==> src/rtl/muldiv_unit.sv <==
// muldiv_unit: iterative RV32M multiply/divide unit for the execute stage.
// Shift-add multiply and restoring divide share one 33+32 bit working register
// pair (hi_q:lo_q). Fixed latency: 1 latch edge, 32 CALC edges, 1 SIGN edge.
module muldiv_unit #(
  parameter int XLEN = 32
) (
  input  logic            clk_i,
  input  logic            rst_i,
  input  logic            start_i,
  input  logic [2:0]      op_i,
  input  logic [XLEN-1:0] a_i,
  input  logic [XLEN-1:0] b_i,
  output logic            busy_o,
  output logic            valid_o,
  output logic [XLEN-1:0] result_o
);

  typedef enum logic [1:0] {
    S_IDLE = 2'd0,
    S_CALC = 2'd1,
    S_SIGN = 2'd2
  } state_e;

  localparam logic [2:0] OP_MUL    = 3'b000;
  localparam logic [2:0] OP_MULH   = 3'b001;
  localparam logic [2:0] OP_MULHSU = 3'b010;
  localparam logic [2:0] OP_DIV    = 3'b100;
  localparam logic [2:0] OP_REM    = 3'b110;

  state_e            state_q, state_d;
  logic [4:0]        cnt_q, cnt_d;
  logic [2:0]        op_q, op_d;
  logic [XLEN-1:0]   a_raw_q, a_raw_d;   // original rs1, returned by REM/REMU on b=0
  logic [XLEN-1:0]   b_mag_q, b_mag_d;   // multiplicand or divisor magnitude
  logic [XLEN:0]     hi_q, hi_d;         // product high half / partial remainder
  logic [XLEN-1:0]   lo_q, lo_d;         // multiplier bits / dividend then quotient
  logic              neg_q, neg_d;
  logic              bzero_q, bzero_d;
  logic              ovf_q, ovf_d;
  logic              valid_q, valid_d;
  logic [XLEN-1:0]   result_q, result_d;

  // Operand preparation (used only when a new request is latched).
  logic            a_signed, b_signed;
  logic            a_neg, b_neg;
  logic [XLEN-1:0] a_mag, b_mag;

  // Per-iteration datapath.
  logic [XLEN:0]     mul_sum;
  logic [XLEN:0]     rem_shift;
  logic [XLEN+1:0]   rem_diff;

  // Sign fix-up.
  logic [2*XLEN-1:0] prod, prod_fix;
  logic [XLEN-1:0]   quo_fix, rem_fix;

  assign busy_o   = (state_q != S_IDLE);
  assign valid_o  = valid_q;
  assign result_o = result_q;

  // Operand signedness, magnitudes and the datapath arithmetic for all states.
  always_comb begin
    // NOTE: every signal assigned in always_comb gets a default first so that
    // no path through the case statements can infer a latch.
    a_signed  = 1'b0;
    b_signed  = 1'b0;
    unique case (op_i)
      OP_MULH:          begin a_signed = 1'b1; b_signed = 1'b1; end
      OP_MULHSU:        a_signed = 1'b1;
      OP_DIV, OP_REM:   begin a_signed = 1'b1; b_signed = 1'b1; end
      default:          ;
    endcase
    a_neg     = a_signed & a_i[XLEN-1];
    b_neg     = b_signed & b_i[XLEN-1];
    a_mag     = a_neg ? (~a_i + 1'b1) : a_i;
    b_mag     = b_neg ? (~b_i + 1'b1) : b_i;

    mul_sum   = lo_q[0] ? ({1'b0, hi_q[XLEN-1:0]} + {1'b0, b_mag_q})
                        : {1'b0, hi_q[XLEN-1:0]};
    rem_shift = {hi_q[XLEN-1:0], lo_q[XLEN-1]};
    rem_diff  = {1'b0, rem_shift} - {2'b00, b_mag_q};

    prod      = {hi_q[XLEN-1:0], lo_q};
    prod_fix  = neg_q ? (~prod + 1'b1) : prod;
    quo_fix   = neg_q ? (~lo_q + 1'b1) : lo_q;
    rem_fix   = neg_q ? (~hi_q[XLEN-1:0] + 1'b1) : hi_q[XLEN-1:0];
  end

  // Next-state and register-update logic of the three-state controller.
  always_comb begin
    state_d  = state_q;
    cnt_d    = cnt_q;
    op_d     = op_q;
    a_raw_d  = a_raw_q;
    b_mag_d  = b_mag_q;
    hi_d     = hi_q;
    lo_d     = lo_q;
    neg_d    = neg_q;
    bzero_d  = bzero_q;
    ovf_d    = ovf_q;
    valid_d  = 1'b0;
    result_d = result_q;

    unique case (state_q)
      S_IDLE: begin
        if (start_i) begin
          op_d    = op_i;
          a_raw_d = a_i;
          b_mag_d = b_mag;
          hi_d    = '0;
          lo_d    = a_mag;
          cnt_d   = '0;
          neg_d   = (op_i == OP_REM) ? a_neg : (a_neg ^ b_neg);
          bzero_d = (b_i == '0);
          ovf_d   = (op_i[2] && !op_i[0]) &&
                    (a_i == {1'b1, {(XLEN-1){1'b0}}}) && (b_i == '1);
          state_d = S_CALC;
        end
      end

      S_CALC: begin
        if (!op_q[2]) begin
          // Shift {carry, sum, multiplier} right by one.
          hi_d = {1'b0, mul_sum[XLEN:1]};
          lo_d = {mul_sum[0], lo_q[XLEN-1:1]};
        end else begin
          // Restoring step: keep the difference only when it is non-negative.
          if (!rem_diff[XLEN+1]) begin
            hi_d = rem_diff[XLEN:0];
            lo_d = {lo_q[XLEN-2:0], 1'b1};
          end else begin
            hi_d = rem_shift;
            lo_d = {lo_q[XLEN-2:0], 1'b0};
          end
        end
        cnt_d = cnt_q + 5'd1;
        if (cnt_q == 5'd31) begin
          state_d = S_SIGN;
        end
      end

      S_SIGN: begin
        unique case (op_q)
          OP_MUL:                   result_d = prod_fix[XLEN-1:0];
          3'b001, 3'b010, 3'b011:   result_d = prod_fix[2*XLEN-1:XLEN];
          3'b100, 3'b101: begin
            if (bzero_q)    result_d = '1;
            else if (ovf_q) result_d = {1'b1, {(XLEN-1){1'b0}}};
            else            result_d = quo_fix;
          end
          default: begin
            if (bzero_q)    result_d = a_raw_q;
            else if (ovf_q) result_d = '0;
            else            result_d = rem_fix;
          end
        endcase
        valid_d = 1'b1;
        state_d = S_IDLE;
      end

      default: state_d = S_IDLE;
    endcase
  end

  // State register with synchronous reset; reset wins over any request.
  always_ff @(posedge clk_i) begin
    // NOTE: sequential state uses non-blocking assignments so every register
    // samples the pre-edge value of the others, independent of statement order.
    if (rst_i) begin
      state_q  <= S_IDLE;
      cnt_q    <= '0;
      op_q     <= '0;
      a_raw_q  <= '0;
      b_mag_q  <= '0;
      hi_q     <= '0;
      lo_q     <= '0;
      neg_q    <= 1'b0;
      bzero_q  <= 1'b0;
      ovf_q    <= 1'b0;
      valid_q  <= 1'b0;
      result_q <= '0;
    end else begin
      state_q  <= state_d;
      cnt_q    <= cnt_d;
      op_q     <= op_d;
      a_raw_q  <= a_raw_d;
      b_mag_q  <= b_mag_d;
      hi_q     <= hi_d;
      lo_q     <= lo_d;
      neg_q    <= neg_d;
      bzero_q  <= bzero_d;
      ovf_q    <= ovf_d;
      valid_q  <= valid_d;
      result_q <= result_d;
    end
  end

endmodule

==> config.mk <==
export PLATFORM = sky130hd
export DESIGN_NAME = muldiv_unit
export DESIGN_NICKNAME = d
export VERILOG_FILES = /design/src/rtl/muldiv_unit.sv
export SDC_FILE = /design/constraint.sdc
export NUM_CORES = 1
export LEC_CHECK = 0
export ABC_AREA = 1
export CORE_MARGIN = 2
export CORE_UTILIZATION = 47
export CTS_CLUSTER_DIAMETER = 150
export DETAILED_ROUTE_END_ITERATION = 12
export PLACE_DENSITY = 0.77
export SYNTH_ARGS = -nofsm -noshare
export SYNTH_HDL_FRONTEND = slang
export SYNTH_SLANG_ARGS = --single-unit
==> constraint.sdc <==
create_clock -name clk_i -period 3.3 [get_ports clk_i]
set_input_delay 0.33 -clock clk_i [delete_from_list [all_inputs] [get_ports clk_i]]
set_output_delay 0.33 -clock clk_i [all_outputs]
set_load 0.1 [all_outputs]
# Yosys cells after proc, flatten, opt, wreduce, memory -nomap -nowiden
# Cells that the tools add are included.
# totals
register_bits	174
latch_bits	0
ramBits	0
mem_bits_ro	0
inputBits	70
out_inout_bits	34
elab_cells	88
n_memories	0
# op_classes
n_addsub	8
multipliers	0
n_div	0
order_cmp	0
n_eq_ne	16
shifts	0
n_mux	28
n_bitwise	8
reduce_logical	16
# op_table
op	n
$mux W32	13
$add A32 B1 Y32 const B	4
$not A32 Y32	4
$pmux W32 S2	2
$pmux W32 S3	1
$add A64 B1 Y64 const B	1
$eq A32 B32 Y1 const B	2
$mux W64	1
$not A64 Y64	1
$sub A33 B32 Y34	1
$add A32 B32 Y33	1
$mux W33	1
$logic_not A32 Y1	1
$eq A3 B3 Y1 const B	4
$pmux W5 S2	1
$eq A3 B2 Y1 const B	3
$eq A3 B1 Y1 const B	2
$reduce_and A2 Y1	3
$reduce_or A3 Y1	2
$add A5 B1 Y5 const B	1
$eq A5 B5 Y1 const B	1
$mux W1	5
$mux W5	1
$mux W2	2
other kinds (13)	18

# Longest topological paths before layout
# logic_depth
word_depth	7
mapped_depth	18
ltp_nobuf	17

# Least setup slack after synthesis
# No wires, ideal clock.
# synth_timing
path_type	register to register
startpoint	reg lo_q[0]
endpoint	reg result_q[18] (netlist: result_o[18])
setup_ns	0.132
arrival_time_ns	2.180
t_required_ns	3.168
path_slack_ns	0.988
path_stages_with_launch	16
path_buffers	2
period_less_slack_ns	2.312
path_cell_list	dfxtp_1 inv_2 clkbuf_1 clkbuf_1 ha_1 nand3_1 nor2_4 nand2_2 nor2_1 nand2_1 nand2_2 nand3b_1 nand3_1 nand3_1 nand2_1 a21oi_1
# synth_between
elab_chain_cells	6
elab_cells_between_ends	9
classes_between	add/sub (2); mux (5); bitwise (2)
# synth_rtl
item	line	text
start: declaration	36	logic [XLEN-1:0] lo_q, lo_d;
start signal: assignment	189	lo_q <= lo_d;
$not A32 Y32	85	quo_fix = neg_q ? (~lo_q + 1'b1) : lo_q;
$add A32 B1 Y32	85	
$mux W32	85	
$mux W32	148	else if (ovf_q) result_d = {1'b1, {(XLEN-1){1'b0}}};
$mux W32	147	if (bzero_q) result_d = '1;
$pmux W32 S3 (*)	143	unique case (op_q)
end signal: assignment	194	result_q <= result_d;
end: declaration	41	logic [XLEN-1:0] result_q, result_d;
# Mark *: on every way between the ends. The rest lies on a longest branch, timed or not.
# A chain may end at the register's enable or synchronous reset.

# Final worst setup path
# layout_timing
startpoint	reg hi_q[9]
endpoint	reg hi_q[20]
# layout_between
elab_chain_cells	4
elab_cells_between_ends	6
classes_between	add/sub (2); mux (4)
# layout_rtl
item	line	text
start: declaration	35	logic [XLEN:0] hi_q, hi_d;
start signal: assignment	188	hi_q <= hi_d;
$sub A33 B32 Y34 / $add A32 B32 Y33 (equally long branches)	81, 78	
$mux W32 / $mux W33 (equally long branches)	128, 78	
$mux W32 (*)	122	if (!op_q[2]) begin
$pmux W32 S2 (*)	104	unique case (state_q)
# Marks and branches as above.

==> flow_metrics.env <==
export IMPL_status="completed"
export IMPL_skew_ns=0.0170
export IMPL_pwr_density_cell_nw_per_um2=382
export IMPL_finalHoldViolations=0
export IMPL_synthDistinctLibCells=49
export IMPL_synthCells=3284
export IMPL_fmax_ghz=0.350
export IMPL_worstPathCellList="ha_1 -> nand2_1 -> nand2_1 -> nand2_1 -> nand2_1 -> nand2_1 -> nand2_1 -> inv_1 -> nand2_4 -> nand2_4 -> nand2_8 -> nand2_4 -> o21ai_0 -> nand2_1 -> nand2_1 -> a21oi_1"
export IMPL_ant_nets=0
export IMPL_clockBufferDepth=2
export IMPL_ir_worst_vdd_mv=0.367
export IMPL_dp_cells=3828
export IMPL_die_h_um=200
export IMPL_synth_top_area_share_pct=20.2
export IMPL_critPathKind="flip-flop to flip-flop"
export IMPL_synth_nets=3427
export IMPL_max_slew_margin_rel_pct=25.9
export IMPL_dp_final_hpwl_um=56600
export IMPL_via_per_inst=5.75
export IMPL_tritoncts="done"
export IMPL_final_setup_tns_ns=0
export IMPL_hold_depth=4
export IMPL_ys_warn_count=0
export IMPL_end_kind="flip-flop"
export IMPL_min_period_ns=2.85
export IMPL_fin_cells=3862
export IMPL_clock_latency_ns=0.47
export IMPL_worstPathRequired_ns=3.68
export IMPL_grt_start_max_net_pins=90
export IMPL_synthTopCellsByArea="nand2_1 (20%), dfxtp_1 (19%), a21oi_1 (9.9%)"
export IMPL_cp_start_kind="flip-flop"
export IMPL_ys_seq_area_share_pct=19.4
export IMPL_grt_pass1_wl_um=112000
export IMPL_grt_overflow_total=0
export IMPL_clk_pin_slew_ns=0.09
export IMPL_routabilityCongestion=1.10
export IMPL_numPortBuffers=103
export IMPL_seq_power_share_pct=31.6
export IMPL_leakagePower_nw=9.82
export IMPL_io_pins=104
export IMPL_synth_flop_cell="dfxtp_1"
export IMPL_rows=71
export IMPL_period_share_pct=86.5
export IMPL_postCtsSetupBuffers=0
export IMPL_grt_total_usage_pct=36.5
export IMPL_pre_cts_ws_ns=0.521
export IMPL_n_fill_cell=4067
export IMPL_yosysMostFrequentCell="nand2_1"
export IMPL_grt_pass1_vias=19550
export IMPL_cp_max_fo=37
export IMPL_remaining_drc_errors=0
export IMPL_maxCapViolCount=0
export IMPL_cts_resized=0
export IMPL_ys_ff_latch=174
export IMPL_cts_sinks=174
export IMPL_dieArea_um2=39900
export IMPL_cpMaxStageDelayCell="dfxtp_1"
export IMPL_wire_per_inst_um=18.8
export IMPL_synth_common_cells="nand2_1 (967), inv_1 (446), a21oi_1 (356)"
export IMPL_reg2regPathDepth=16
export IMPL_synth_top_area_cell="nand2_1"
export IMPL_dr_pass1_iters=6
export IMPL_fin_util_pct=53.4
export IMPL_grt_antenna_before_repair=5
export IMPL_vias=22191
export IMPL_clkPwrFrac_pct=26.4
export IMPL_start_util_pct=47.8
export IMPL_h_tree_depth=4
export IMPL_slew_violations=0
export IMPL_cts_root_buffer="clkbuf_16"
export IMPL_avgSynthCellArea_um2=5.48
export IMPL_rsz0062_at_grt="no"
export IMPL_synth_edf_count=0
export IMPL_holdBufCountCts=0
export IMPL_syn_to_final_growth_pct=11.7
export IMPL_numCtsBuffers=17
export IMPL_first_iter_violations=3202
export IMPL_worst_slew_pin_slew_ns=1.11
export IMPL_nNetsFinal=3479
export IMPL_swShare_pct=44.9
export IMPL_cpMostUsedCell="nand2_1"
export IMPL_coreArea_um2=37700
export IMPL_cp_arrival_ns=3.23
export IMPL_die_w_um=200
export IMPL_hp_class="input port to flip-flop"
export IMPL_p_comb_share_pct=41.9
export IMPL_cell_internal_pwr_mw=4.24
export IMPL_synthArstFlopShare_pct=0
export IMPL_fin_ws_ns=0.446
export IMPL_setup_viol=0
export IMPL_syn_area_um2=18000
export IMPL_drive_above_1_share_pct=5.37
export IMPL_slowest_delay_ns=0.61
export IMPL_p_switching_mw=3.45
export IMPL_drt_total_wl_um=72400
## cell type report
class	instances	area, µm²	area share, %
diodes	2	5.00	0.0249
clock buffers	18	439	2.19
clock inverters	14	129	0.641
inverters	457	1720	8.54
multi-input cells	2527	12200	60.9
flip-flops and latches	174	3490	17.3
well taps	511	639	3.18
repair buffers	159	1450	7.21
## layer usage
metal | track usage, % | share of wire, % | up-vias
met4 | 15.6 | 4.3 | 6
met5 | 0 | 0.057 | -
met3 | 10.6 | 14 | 193
met1 | 51.8 | 42 | 9874
met2 | 50.6 | 39 | 1445
li1 | - | - | 10673
## worst max-delay path: cells and delay by family, from the launching register on
kind                     cells  cell delay (ns)
adder cells (fa/ha/maj)      1             0.37
AND/OR/NAND/NOR             12             1.41
AO/OA/AOI/OAI                2             0.25
flip-flops                   1             0.61
buffers and inverters        1             0.12
## cell families after synthesis
kind of cell	synth area share (%)
AND/OR/NAND/NOR	41.1
AO/OA/AOI/OAI	19.0
buffers and inverters	12.7
flip-flops	19.4
adder cells (fa/ha/maj)	5.16
XOR/XNOR	2.58
## final timing paths
check             slack (ns)                  endpoint                startpoint
hold / removal          0.45  b_mag_q[16]$_SDFFE_PP0P_                     rst_i
hold reg to reg         0.46  result_o[7]$_SDFFE_PP0P_  result_o[7]$_SDFFE_PP0P_
setup / recovery        0.45     hi_q[20]$_SDFFE_PP0P_      hi_q[9]$_SDFFE_PP0P_
setup reg to reg        0.45     hi_q[20]$_SDFFE_PP0P_      hi_q[9]$_SDFFE_PP0P_
## stage by stage
step	instance area (µm²)	hold WS, ns	power (mW)
detailed placement	19500	0.455	5.53
CTS	20100	0.429	7.53
finish	20100	0.453	7.69
global placement	19500	0.454	5.53
floorplan	18000	0.444	4.59
global route	20100	0.484	8.08
## flip-flops by register name (all words and copies together) (netlist names)
| signal | count |
|---|---|
| ovf_q | 1 |
| lo_q | 32 |
| neg_q | 1 |
| hi_q | 32 |
| op_q | 3 |
| result_o | 32 |
| a_raw_q | 32 |
| bzero_q | 1 |
| b_mag_q | 32 |
| cnt_q | 5 |
| valid_o | 1 |
| state_q | 2 |
## power groups by stage
stage                     Clock, mW  Sequential, mW  Combinational [mW]
after floorplan                   0            2.39                2.20
after global placement            0            2.46                3.07
after detailed placement          0            2.46                3.07
after CTS                      2.02            2.41                3.09
after global routing           2.11            2.44                3.53
final                          2.03            2.43                3.22
## cells in the final DEF (no fill, tap or decap), types with 27 or more instances in the layout
| master | n |
|---|---|
| nand2_1 | 965 |
| inv_1 | 445 |
| a21oi_1 | 356 |
| nor2_1 | 325 |
| nand3_1 | 303 |
| o21ai_0 | 230 |
| dfxtp_1 | 172 |
| clkdlybuf4s50_1 | 102 |
| ha_1 | 71 |
| buf_4 | 57 |
| xor2_1 | 39 |
| nand2_2 | 27 |
(Power assumes the default switching activity.)
